--- src/rtl/cache_way_ctrl_8_if.sv ---
// Bundle of the request, response, refill and replacement-update signals
// between the 8-way controller and its neighbours.
interface cache_way_ctrl_8_if #(
    parameter int TAG_W  = 20,
    parameter int DATA_W = 32
) ();
    logic              req_valid;
    logic              req_ready;
    logic [TAG_W-1:0]  req_tag;
    logic              rsp_valid;
    logic              rsp_ready;
    logic [DATA_W-1:0] rsp_data;
    logic              rsp_hit;
    logic              refill_req_valid;
    logic              refill_req_ready;
    logic [TAG_W-1:0]  refill_req_tag;
    logic              refill_rsp_valid;
    logic [DATA_W-1:0] refill_rsp_data;
    logic              flush;
    logic              hit;
    logic [7:0]        hit_sel;
    logic              plru_wen;
    logic [7:0]        wen;

    modport slave (
        input  req_valid, req_tag, rsp_ready, refill_req_ready,
               refill_rsp_valid, refill_rsp_data, flush, wen,
        output req_ready, rsp_valid, rsp_data, rsp_hit, refill_req_valid,
               refill_req_tag, hit, hit_sel, plru_wen
    );

    modport master (
        output req_valid, req_tag, rsp_ready, refill_req_ready,
               refill_rsp_valid, refill_rsp_data, flush, wen,
        input  req_ready, rsp_valid, rsp_data, rsp_hit, refill_req_valid,
               refill_req_tag, hit, hit_sel, plru_wen
    );
endinterface

--- src/rtl/cache_way_ctrl_8.sv ---
// Single-set, 8-way lookup controller: compares a tag against all ways, refills
// on a miss and reports hits / victim requests to an external 8-way PLRU.
module cache_way_ctrl_8 #(
    parameter int TAG_W  = 20,
    parameter int DATA_W = 32
) (
    input  logic               clk,
    input  logic               rst,
    cache_way_ctrl_8_if.slave  bus
);
    // state | meaning
    // IDLE  | ready for a lookup, flush allowed
    // CMP   | compare latched tag against all ways
    // REQ   | miss: refill request outstanding
    // WAIT  | waiting for refill data
    // FILL  | write refill data into a free or PLRU-chosen way
    // RESP  | response held until accepted
    localparam logic [2:0] S_IDLE = 3'd0;
    localparam logic [2:0] S_CMP  = 3'd1;
    localparam logic [2:0] S_REQ  = 3'd2;
    localparam logic [2:0] S_WAIT = 3'd3;
    localparam logic [2:0] S_FILL = 3'd4;
    localparam logic [2:0] S_RESP = 3'd5;

    logic [2:0]        state_q, state_d;
    logic [7:0]        valid_q, valid_d;
    logic [TAG_W-1:0]  tag_q, tag_d;
    logic [DATA_W-1:0] data_q, data_d;
    logic              rsp_hit_q, rsp_hit_d;

    logic [TAG_W-1:0]  tag_mem  [8];
    logic [DATA_W-1:0] data_mem [8];

    logic [7:0]        match_sel, free_sel, wr_sel;
    logic [DATA_W-1:0] hit_data;
    logic              any_match, any_free;

    // Descending scan so the lowest index is the last (winning) assignment.
    always_comb begin
        match_sel = '0;
        free_sel  = '0;
        hit_data  = '0;
        for (int i = 7; i >= 0; i--) begin
            if (valid_q[i] && (tag_mem[i] == tag_q)) match_sel = 8'(1) << i;
            if (!valid_q[i]) free_sel = 8'(1) << i;
        end
        for (int i = 0; i < 8; i++) begin
            if (match_sel[i]) hit_data = data_mem[i];
        end
    end

    assign any_match = |match_sel;
    assign any_free  = |free_sel;

    always_comb begin
        state_d   = state_q;
        valid_d   = valid_q;
        tag_d     = tag_q;
        data_d    = data_q;
        rsp_hit_d = rsp_hit_q;
        wr_sel    = '0;
        case (state_q)
            S_IDLE: begin
                if (bus.flush) begin
                    valid_d = '0;
                end else if (bus.req_valid) begin
                    tag_d   = bus.req_tag;
                    state_d = S_CMP;
                end
            end
            S_CMP: begin
                if (any_match) begin
                    data_d    = hit_data;
                    rsp_hit_d = 1'b1;
                    state_d   = S_RESP;
                end else begin
                    state_d = S_REQ;
                end
            end
            S_REQ: if (bus.refill_req_ready) state_d = S_WAIT;
            S_WAIT: begin
                if (bus.refill_rsp_valid) begin
                    data_d  = bus.refill_rsp_data;
                    state_d = S_FILL;
                end
            end
            S_FILL: begin
                // A zero victim from the PLRU leaves the array untouched.
                wr_sel    = any_free ? free_sel : bus.wen;
                valid_d   = valid_q | wr_sel;
                rsp_hit_d = 1'b0;
                state_d   = S_RESP;
            end
            S_RESP: if (bus.rsp_ready) state_d = S_IDLE;
            default: state_d = S_IDLE;
        endcase
    end

    always_ff @(posedge clk or posedge rst) begin
        if (rst) begin
            state_q   <= S_IDLE;
            valid_q   <= '0;
            tag_q     <= '0;
            data_q    <= '0;
            rsp_hit_q <= 1'b0;
        end else begin
            state_q   <= state_d;
            valid_q   <= valid_d;
            tag_q     <= tag_d;
            data_q    <= data_d;
            rsp_hit_q <= rsp_hit_d;
        end
    end

    always_ff @(posedge clk) begin
        for (int i = 0; i < 8; i++) begin
            if (wr_sel[i]) begin
                tag_mem[i]  <= tag_q;
                data_mem[i] <= data_q;
            end
        end
    end

    assign bus.req_ready        = (state_q == S_IDLE) && !bus.flush && !rst;
    assign bus.rsp_valid        = (state_q == S_RESP);
    assign bus.rsp_data         = (state_q == S_RESP) ? data_q : '0;
    assign bus.rsp_hit          = (state_q == S_RESP) && rsp_hit_q;
    assign bus.refill_req_valid = (state_q == S_REQ);
    assign bus.refill_req_tag   = (state_q == S_REQ) ? tag_q : '0;
    assign bus.hit              = ((state_q == S_CMP) && any_match) ||
                                  ((state_q == S_FILL) && any_free);
    assign bus.hit_sel          = ((state_q == S_CMP) && any_match) ? match_sel :
                                  ((state_q == S_FILL) && any_free) ? free_sel : 8'h00;
    assign bus.plru_wen         = (state_q == S_FILL) && !any_free;
endmodule

--- src/flat_wrapper.sv ---
// flat-port wrapper written by rule: the top's interface ports become plain ports
module cache_way_ctrl_8_flat 
#(
    parameter int TAG_W  = 20,
    parameter int DATA_W = 32
)
  (clk, rst, bus_req_valid, bus_req_tag, bus_rsp_ready, bus_refill_req_ready, bus_refill_rsp_valid, bus_refill_rsp_data, bus_flush, bus_wen, bus_req_ready, bus_rsp_valid, bus_rsp_data, bus_rsp_hit, bus_refill_req_valid, bus_refill_req_tag, bus_hit, bus_hit_sel, bus_plru_wen);
  cache_way_ctrl_8_if #(.TAG_W(TAG_W), .DATA_W(DATA_W)) bus_i ();
  input  logic clk;
  input  logic rst;
  input wire logic [$bits(bus_i.req_valid)-1:0] bus_req_valid;
  input wire logic [$bits(bus_i.req_tag)-1:0] bus_req_tag;
  input wire logic [$bits(bus_i.rsp_ready)-1:0] bus_rsp_ready;
  input wire logic [$bits(bus_i.refill_req_ready)-1:0] bus_refill_req_ready;
  input wire logic [$bits(bus_i.refill_rsp_valid)-1:0] bus_refill_rsp_valid;
  input wire logic [$bits(bus_i.refill_rsp_data)-1:0] bus_refill_rsp_data;
  input wire logic [$bits(bus_i.flush)-1:0] bus_flush;
  input wire logic [$bits(bus_i.wen)-1:0] bus_wen;
  output wire logic [$bits(bus_i.req_ready)-1:0] bus_req_ready;
  output wire logic [$bits(bus_i.rsp_valid)-1:0] bus_rsp_valid;
  output wire logic [$bits(bus_i.rsp_data)-1:0] bus_rsp_data;
  output wire logic [$bits(bus_i.rsp_hit)-1:0] bus_rsp_hit;
  output wire logic [$bits(bus_i.refill_req_valid)-1:0] bus_refill_req_valid;
  output wire logic [$bits(bus_i.refill_req_tag)-1:0] bus_refill_req_tag;
  output wire logic [$bits(bus_i.hit)-1:0] bus_hit;
  output wire logic [$bits(bus_i.hit_sel)-1:0] bus_hit_sel;
  output wire logic [$bits(bus_i.plru_wen)-1:0] bus_plru_wen;
  assign bus_i.req_valid = bus_req_valid;
  assign bus_i.req_tag = bus_req_tag;
  assign bus_i.rsp_ready = bus_rsp_ready;
  assign bus_i.refill_req_ready = bus_refill_req_ready;
  assign bus_i.refill_rsp_valid = bus_refill_rsp_valid;
  assign bus_i.refill_rsp_data = bus_refill_rsp_data;
  assign bus_i.flush = bus_flush;
  assign bus_i.wen = bus_wen;
  assign bus_req_ready = bus_i.req_ready;
  assign bus_rsp_valid = bus_i.rsp_valid;
  assign bus_rsp_data = bus_i.rsp_data;
  assign bus_rsp_hit = bus_i.rsp_hit;
  assign bus_refill_req_valid = bus_i.refill_req_valid;
  assign bus_refill_req_tag = bus_i.refill_req_tag;
  assign bus_hit = bus_i.hit;
  assign bus_hit_sel = bus_i.hit_sel;
  assign bus_plru_wen = bus_i.plru_wen;
  cache_way_ctrl_8 #(.TAG_W(TAG_W), .DATA_W(DATA_W)) u_core (.clk(clk), .rst(rst), .bus(bus_i));
endmodule
--- config.mk ---
export PLATFORM = sky130hd
export DESIGN_NAME = cache_way_ctrl_8_flat
export DESIGN_NICKNAME = d
export VERILOG_FILES = /design/src/rtl/cache_way_ctrl_8_if.sv /design/src/rtl/cache_way_ctrl_8.sv /design/src/flat_wrapper.sv
export SDC_FILE = /design/constraint.sdc
export NUM_CORES = 1
export LEC_CHECK = 0
export ABC_AREA = 1
export CELL_PAD_IN_SITES_DETAIL_PLACEMENT = 1
export CELL_PAD_IN_SITES_GLOBAL_PLACEMENT = 2
export CORE_MARGIN = 3
export CORE_UTILIZATION = 25
export CTS_CLUSTER_SIZE = 20
export DETAILED_ROUTE_END_ITERATION = 16
export GPL_ROUTABILITY_DRIVEN = 0
export PLACE_DENSITY = 0.57
export REMOVE_ABC_BUFFERS = 1
export SLEW_MARGIN = 20
export SYNTH_ARGS = -nofsm -noshare
export SYNTH_HDL_FRONTEND = slang
export SYNTH_SLANG_ARGS = --single-unit
--- constraint.sdc ---
create_clock -name clk -period 3.9 [get_ports clk]
set_input_delay 0.39 -clock clk [delete_from_list [all_inputs] [get_ports clk]]
set_output_delay 0.39 -clock clk [all_outputs]
set_load 0.01 [all_outputs]
Word level (Yosys, flattened, before mapping)
Memory sizes are Yosys's and may differ from the RTL's.
Index checks and enable logic that the tools add are counted.
{ "op_classes": {"n_shift": 0, "eq_ne": 20, "n_mux": 60, "n_mul": 0, "n_addsub": 0, "n_div": 0, "bitwise": 2, "reduce_logical": 29, "n_lt_le_gt_ge": 0} }
{ "ops": {"columns": ["cell", "n"], "rows": [
  ["32-bit two-way mux", 11],
  ["8-bit two-way mux", 21],
  ["20-bit equality test", 8],
  ["32-bit case mux with 2 select lines", 1],
  ["20-bit two-way mux", 1],
  ["3-bit two-way mux", 6],
  ["3-bit case mux with 6 select lines", 1],
  ["1-bit two-way mux", 17],
  ["8-bit case mux with 2 select lines", 1],
  ["8-bit OR reduction", 2],
  ["1-bit logical AND", 14],
  ["2-bit != test (second input constant)", 6],
  ["8-bit bitwise OR", 1],
  ["3-bit by 2-bit equality test with 1-bit output (second input constant)", 2],
  ["3-bit equality test (second input constant)", 2],
  ["3-bit AND reduction", 2],
  ["2-bit nonzero test", 3],
  ["5-bit AND reduction", 1],
  ["2-bit AND reduction", 2],
  ["3-bit by 1-bit equality test with 1-bit output (second input constant)", 1],
  ["1-bit zero test", 3],
  ["3-bit zero test", 1],
  ["2-bit by 1-bit != test with 1-bit output (second input constant)", 1],
  ["1-bit case mux with 2 select lines", 1],
  ["other kinds (2)", 2]
]} }
{ "word_totals": {"memories": 2, "ff_bits": 64, "elab_cells": 118, "latch_bits": 0, "mem_bits_rw": 416, "romBits": 0} }
{ "mem_list": {"columns": ["name", "depth", "word_bits", "read_ports", "rd_clocked_by_memory_dff", "wr", "line_no", "text"], "rows": [
  ["u_core.data_mem", 8, 32, 8, 0, 8, "cache_way_ctrl_8.sv:32", "logic [DATA_W-1:0] data_mem [8];"],
  ["u_core.tag_mem", 8, 20, 8, 0, 8, "cache_way_ctrl_8.sv:31", "logic [TAG_W-1:0] tag_mem [8];"]
]} }

Longest topological paths before layout
{ "depth": {"depth_word": 20, "mapped_depth": 23, "depth_no_buf": 19} }

Worst setup path after synthesis
Ideal clock, no wire load.
{ "synth_path": {"path_type": "reg2reg", "start": "reg u_core.valid_q[0]", "end": "mem u_core.data_mem[6][0] (netlist: u_core.data_mem[1][64]) (enable)", "setup_ns": 0.462, "stages_incl_launch_ff": 9, "slack_ns": -0.045, "required_ns": 3.438, "t_arrival_ns": 3.483, "cell_sequence": "dfrtp_1 > nand2_1 > nor2_1 > inv_1 > nor3_1 > nand3_1 > o21ai_0 > inv_1 > nor2_1"} }
{ "synth_rtl": {"columns": ["item", "line_no", "text"], "rows": [
  ["start, declared", "cache_way_ctrl_8.sv:26", "logic [7:0] valid_q, valid_d;"],
  ["start signal, assigned", "cache_way_ctrl_8.sv:108", "valid_q <= valid_d;"],
  ["end, declared", "cache_way_ctrl_8.sv:32", null]
]} }

Final worst setup path
{ "layout_path": {"start": "reg u_core.tag_q[17]", "end": "out bus_hit_sel[5]"} }
{ "layout_between": {"elab_chain_len": 13, "word_cells_on_any_way": 27} }
{ "layout_lines": {"columns": ["item", "line_no", "text"], "rows": [
  ["start, declared", "cache_way_ctrl_8.sv:27", "logic [TAG_W-1:0] tag_q, tag_d;"],
  ["start signal, assigned", "cache_way_ctrl_8.sv:109", "tag_q <= tag_d;"],
  ["20-bit equality test", "cache_way_ctrl_8.sv:44", "if (valid_q[i] && (tag_mem[i] == tag_q)) match_sel = 8'(1) << i;"],
  ["1-bit logical AND", "cache_way_ctrl_8.sv:44", null],
  ["8-bit two-way mux (7 in a row)", "cache_way_ctrl_8.sv:44", null],
  ["8-bit two-way mux *", "cache_way_ctrl_8.sv:44", null],
  ["8-bit OR reduction", "cache_way_ctrl_8.sv:52", "assign any_match = |match_sel;"],
  ["1-bit logical AND", "cache_way_ctrl_8.sv:132", "assign bus.hit_sel = ((state_q == S_CMP) && any_match) ? match_sel :"],
  ["8-bit two-way mux *", "cache_way_ctrl_8.sv:132", null],
  ["end, declared", "flat_wrapper.sv:26", "output wire logic [$bits(bus_i.hit_sel)-1:0] bus_hit_sel;"]
]} }
Every way passes the cells marked *; elsewhere a longest branch is shown, timed or not.

==> results.cfg <==
[route]
drtAntennaViolNets = 0
drt_iter0_markers = 1064
via_per_inst = 4.49
vias = 17000
dr.pass1.iters = 5
avgRoutedWirePerCell_um = 21.4
drc = 0
finalWirelength_mm = 81.3

[cts]
cts_made_buffers = 57
tritoncts = done
clock_sinks = 480
htreeDepth = 2
cts_hold_buf = 0
cts_buffer_depth = 3
cts.clk_slew.worst_paths_ns = 0.06
root_buffer = clkbuf_16
insertion_delay_ns = 0.63

[pwr]
p_leak_nw = 11.5
ir_drop_v = 0.000273
pwr_density_cell_nw_per_um2 = 580
total_power_w = 0.0160

[global_route]
grt_remaining_overflow = 0
grtUsageTotal = 0.173
grt_pass1_vias = 18300
grt_pass1_wl_mm = 121
grt_antenna_before_repair = 0
grt_max_degree = 65

[floorplanning]
row_count = 109
dieArea_sq_um = 93400
core-area_sq_um = 88600
io_pins = 133
chipHeight_um = 306
initial_core_util = 0.253
fp.dieW_um = 306

[setup_path]
regToRegStartpoint = u_core.tag_q[17]
crit_start = u_core.tag_q[17]
worstPathMaxFanout = 14
startpoint_type = register
worstPathArrival_ns = 3.39
critPathKind = register to output pin
critPathCaptureType = output pin
path_cells = buf_6, xnor2_1, nand3_1, nor2_1, nand3b_4, nand2_4, nor2_4, nand2_2, nand2_8, o21ai_2, clkdlybuf4s50_1
crit_required_ns = 3.51
crit_slowest_cell = clkdlybuf4s50_1
slowest_delay_ns = 0.55

[sta]
setup_viol = 0
finClkSkew_ns = 0.0190
tightest_slew_ns = 0.876
layout_min_cycle_time_ns = 3.78
hold_viol = 0
maxSlewHeadroom = 0.414
fmax_mhz = 264
rsz0062_at_grt = yes
setup-tns-final_ns = 0
layout_setup_ws_ns = 0.118
slew_violations = 0
period_share = 0.970

[hold_path]
hold_class = input pin to asynchronous set/reset pin

[yosys]
synth-warning-count = 0
synth.distinct_cells = 39
synth_cells = 2423
avgSynthCellArea_sq_um = 9.26
yosysSeqAreaShare = 0.628
syn_area_sq_um = 22400
ys_seq_elements = 480

[layout]
seq_area_sq_um = 14100
multi_input_area_sq_um = 6570
mostFrequentLayoutCell = nand2_1
diodes = 0
finalInstanceArea_sq_um = 27600
nFillCells = 10100
drive_above_1_share = 0.0939
areaGrowthSynthToFinish_pct = 23.0
layout.nets = 2649
layout_common_cells = nand2_1 (744), edfxtp_1 (416), inv_1 (337)

[job]
drv_cap = 0

[place]
portBuffers = 132
post_dp_cell_area_sq_um = 25400
hpwl_mm = 49.5
place_ws_ns = 0.321

[status]
status = finished, final reports clean
[per-stage QoR]
step            util  hold slack (ns)  cells
4_1_cts        0.310            0.251   3793
6_report       0.311            0.247   3796
5_1_grt        0.311            0.270   3796
3_5_place_dp   0.286            0.543   3674
2_1_floorplan      -            0.502   2315
3_3_place_gp   0.286            0.522   3674
[worst paths after layout]
| check | to | slack (ns) | depth (start not counted) |
|---|---|---|---|
| worst min register to register | u_core.rsp_hit_q | 0.55 | 2 |
| worst max-delay path | bus_hit_sel[5] | 0.12 | 11 |
| worst min-delay path | u_core.data_q[25] | 0.25 | 2 |
| max in group asynchronous | u_core.tag_q[4] | 2.87 | 3 |
| worst max register to register | u_core.data_q[8] | 0.60 | 17 |
| min in group clk | u_core.tag_q[3] | 0.35 | 3 |
[cell type report]
class	count	share of cell area
inverters	361	0.0497
flip-flops and latches	480	0.511
clock inverters	24	0.00920
clock buffers	84	0.0616
multi-input cells	1474	0.238
well taps	1165	0.0528
repair buffers	208	0.0776
[metal layers]
| metal | share of wire | routed length, um | GRT usage |
|---|---|---|---|
| met3 | 0.043 | 3490 | 0.0237 |
| met5 | 0 | 0 | 0 |
| met1 | 0.49 | 39500 | 0.250 |
| met4 | 0.017 | 1410 | 0.0369 |
| met2 | 0.45 | 36900 | 0.278 |
[worst max-delay path, delay by kind of cell (launching register included)]
family,cells,cell delay [ns]
and+or+nand+nor,7,1.00
buffers and inverters,2,0.73
xor gates and xnor gates,1,0.46
DFF,1,0.42
AOI/OAI and AO/OA,1,0.16
[timing repair]
action	in CTS	in global routing
gates resized for setup	22	29
buffers inserted	11	3
endpoints found under the setup margin	9	9
gates cloned	0	0
pin swaps	3	1
[power by group]
| group | internal [W] | switching [W] |
|---|---|---|
| Sequential | 0.00635 | 0.000473 |
| Clock | 0.00328 | 0.00223 |
| Combinational | 0.00115 | 0.00252 |
[registers in the layout, indices dropped and copies added (netlist names)]
name              count
u_core.tag_q         20
u_core.tag_mem      160
u_core.data_q        32
u_core.data_mem     256
u_core.state_q        3
u_core.valid_q        8
u_core.rsp_hit_q      1
[cell usage after synthesis (all sizes together)]
cell type,number,area share
nand2,757,0.13
edfxtp,416,0.56
inv,360,0.060
nor2,306,0.053
nand3,189,0.043
buf,82,0.022
o21ai,81,0.018
dfrtp,64,0.071
nand4,37,0.010
a21oi,28,0.0062
xnor2,28,0.011
clkbuf,26,0.0043
o22ai,18,0.0050
nor3,12,0.0038
o211ai,4,0.0016
or2,4,0.0011
xor2,4,0.0016
nand3b,2,0.00084
clkinv,1,0.00017
o21bai,1,0.00033
o221ai,1,0.00039
o31ai,1,0.00033
o32ai,1,0.00039
[cells by family after synthesis]
logic type,after synthesis,synth area share
AOI/OAI and AO/OA,135,0.0323
and+or+nand+nor,1307,0.240
xor gates and xnor gates,32,0.0125
buffers and inverters,469,0.0869
DFF,480,0.628
Note: power is estimated with default switching activity, not from simulation.
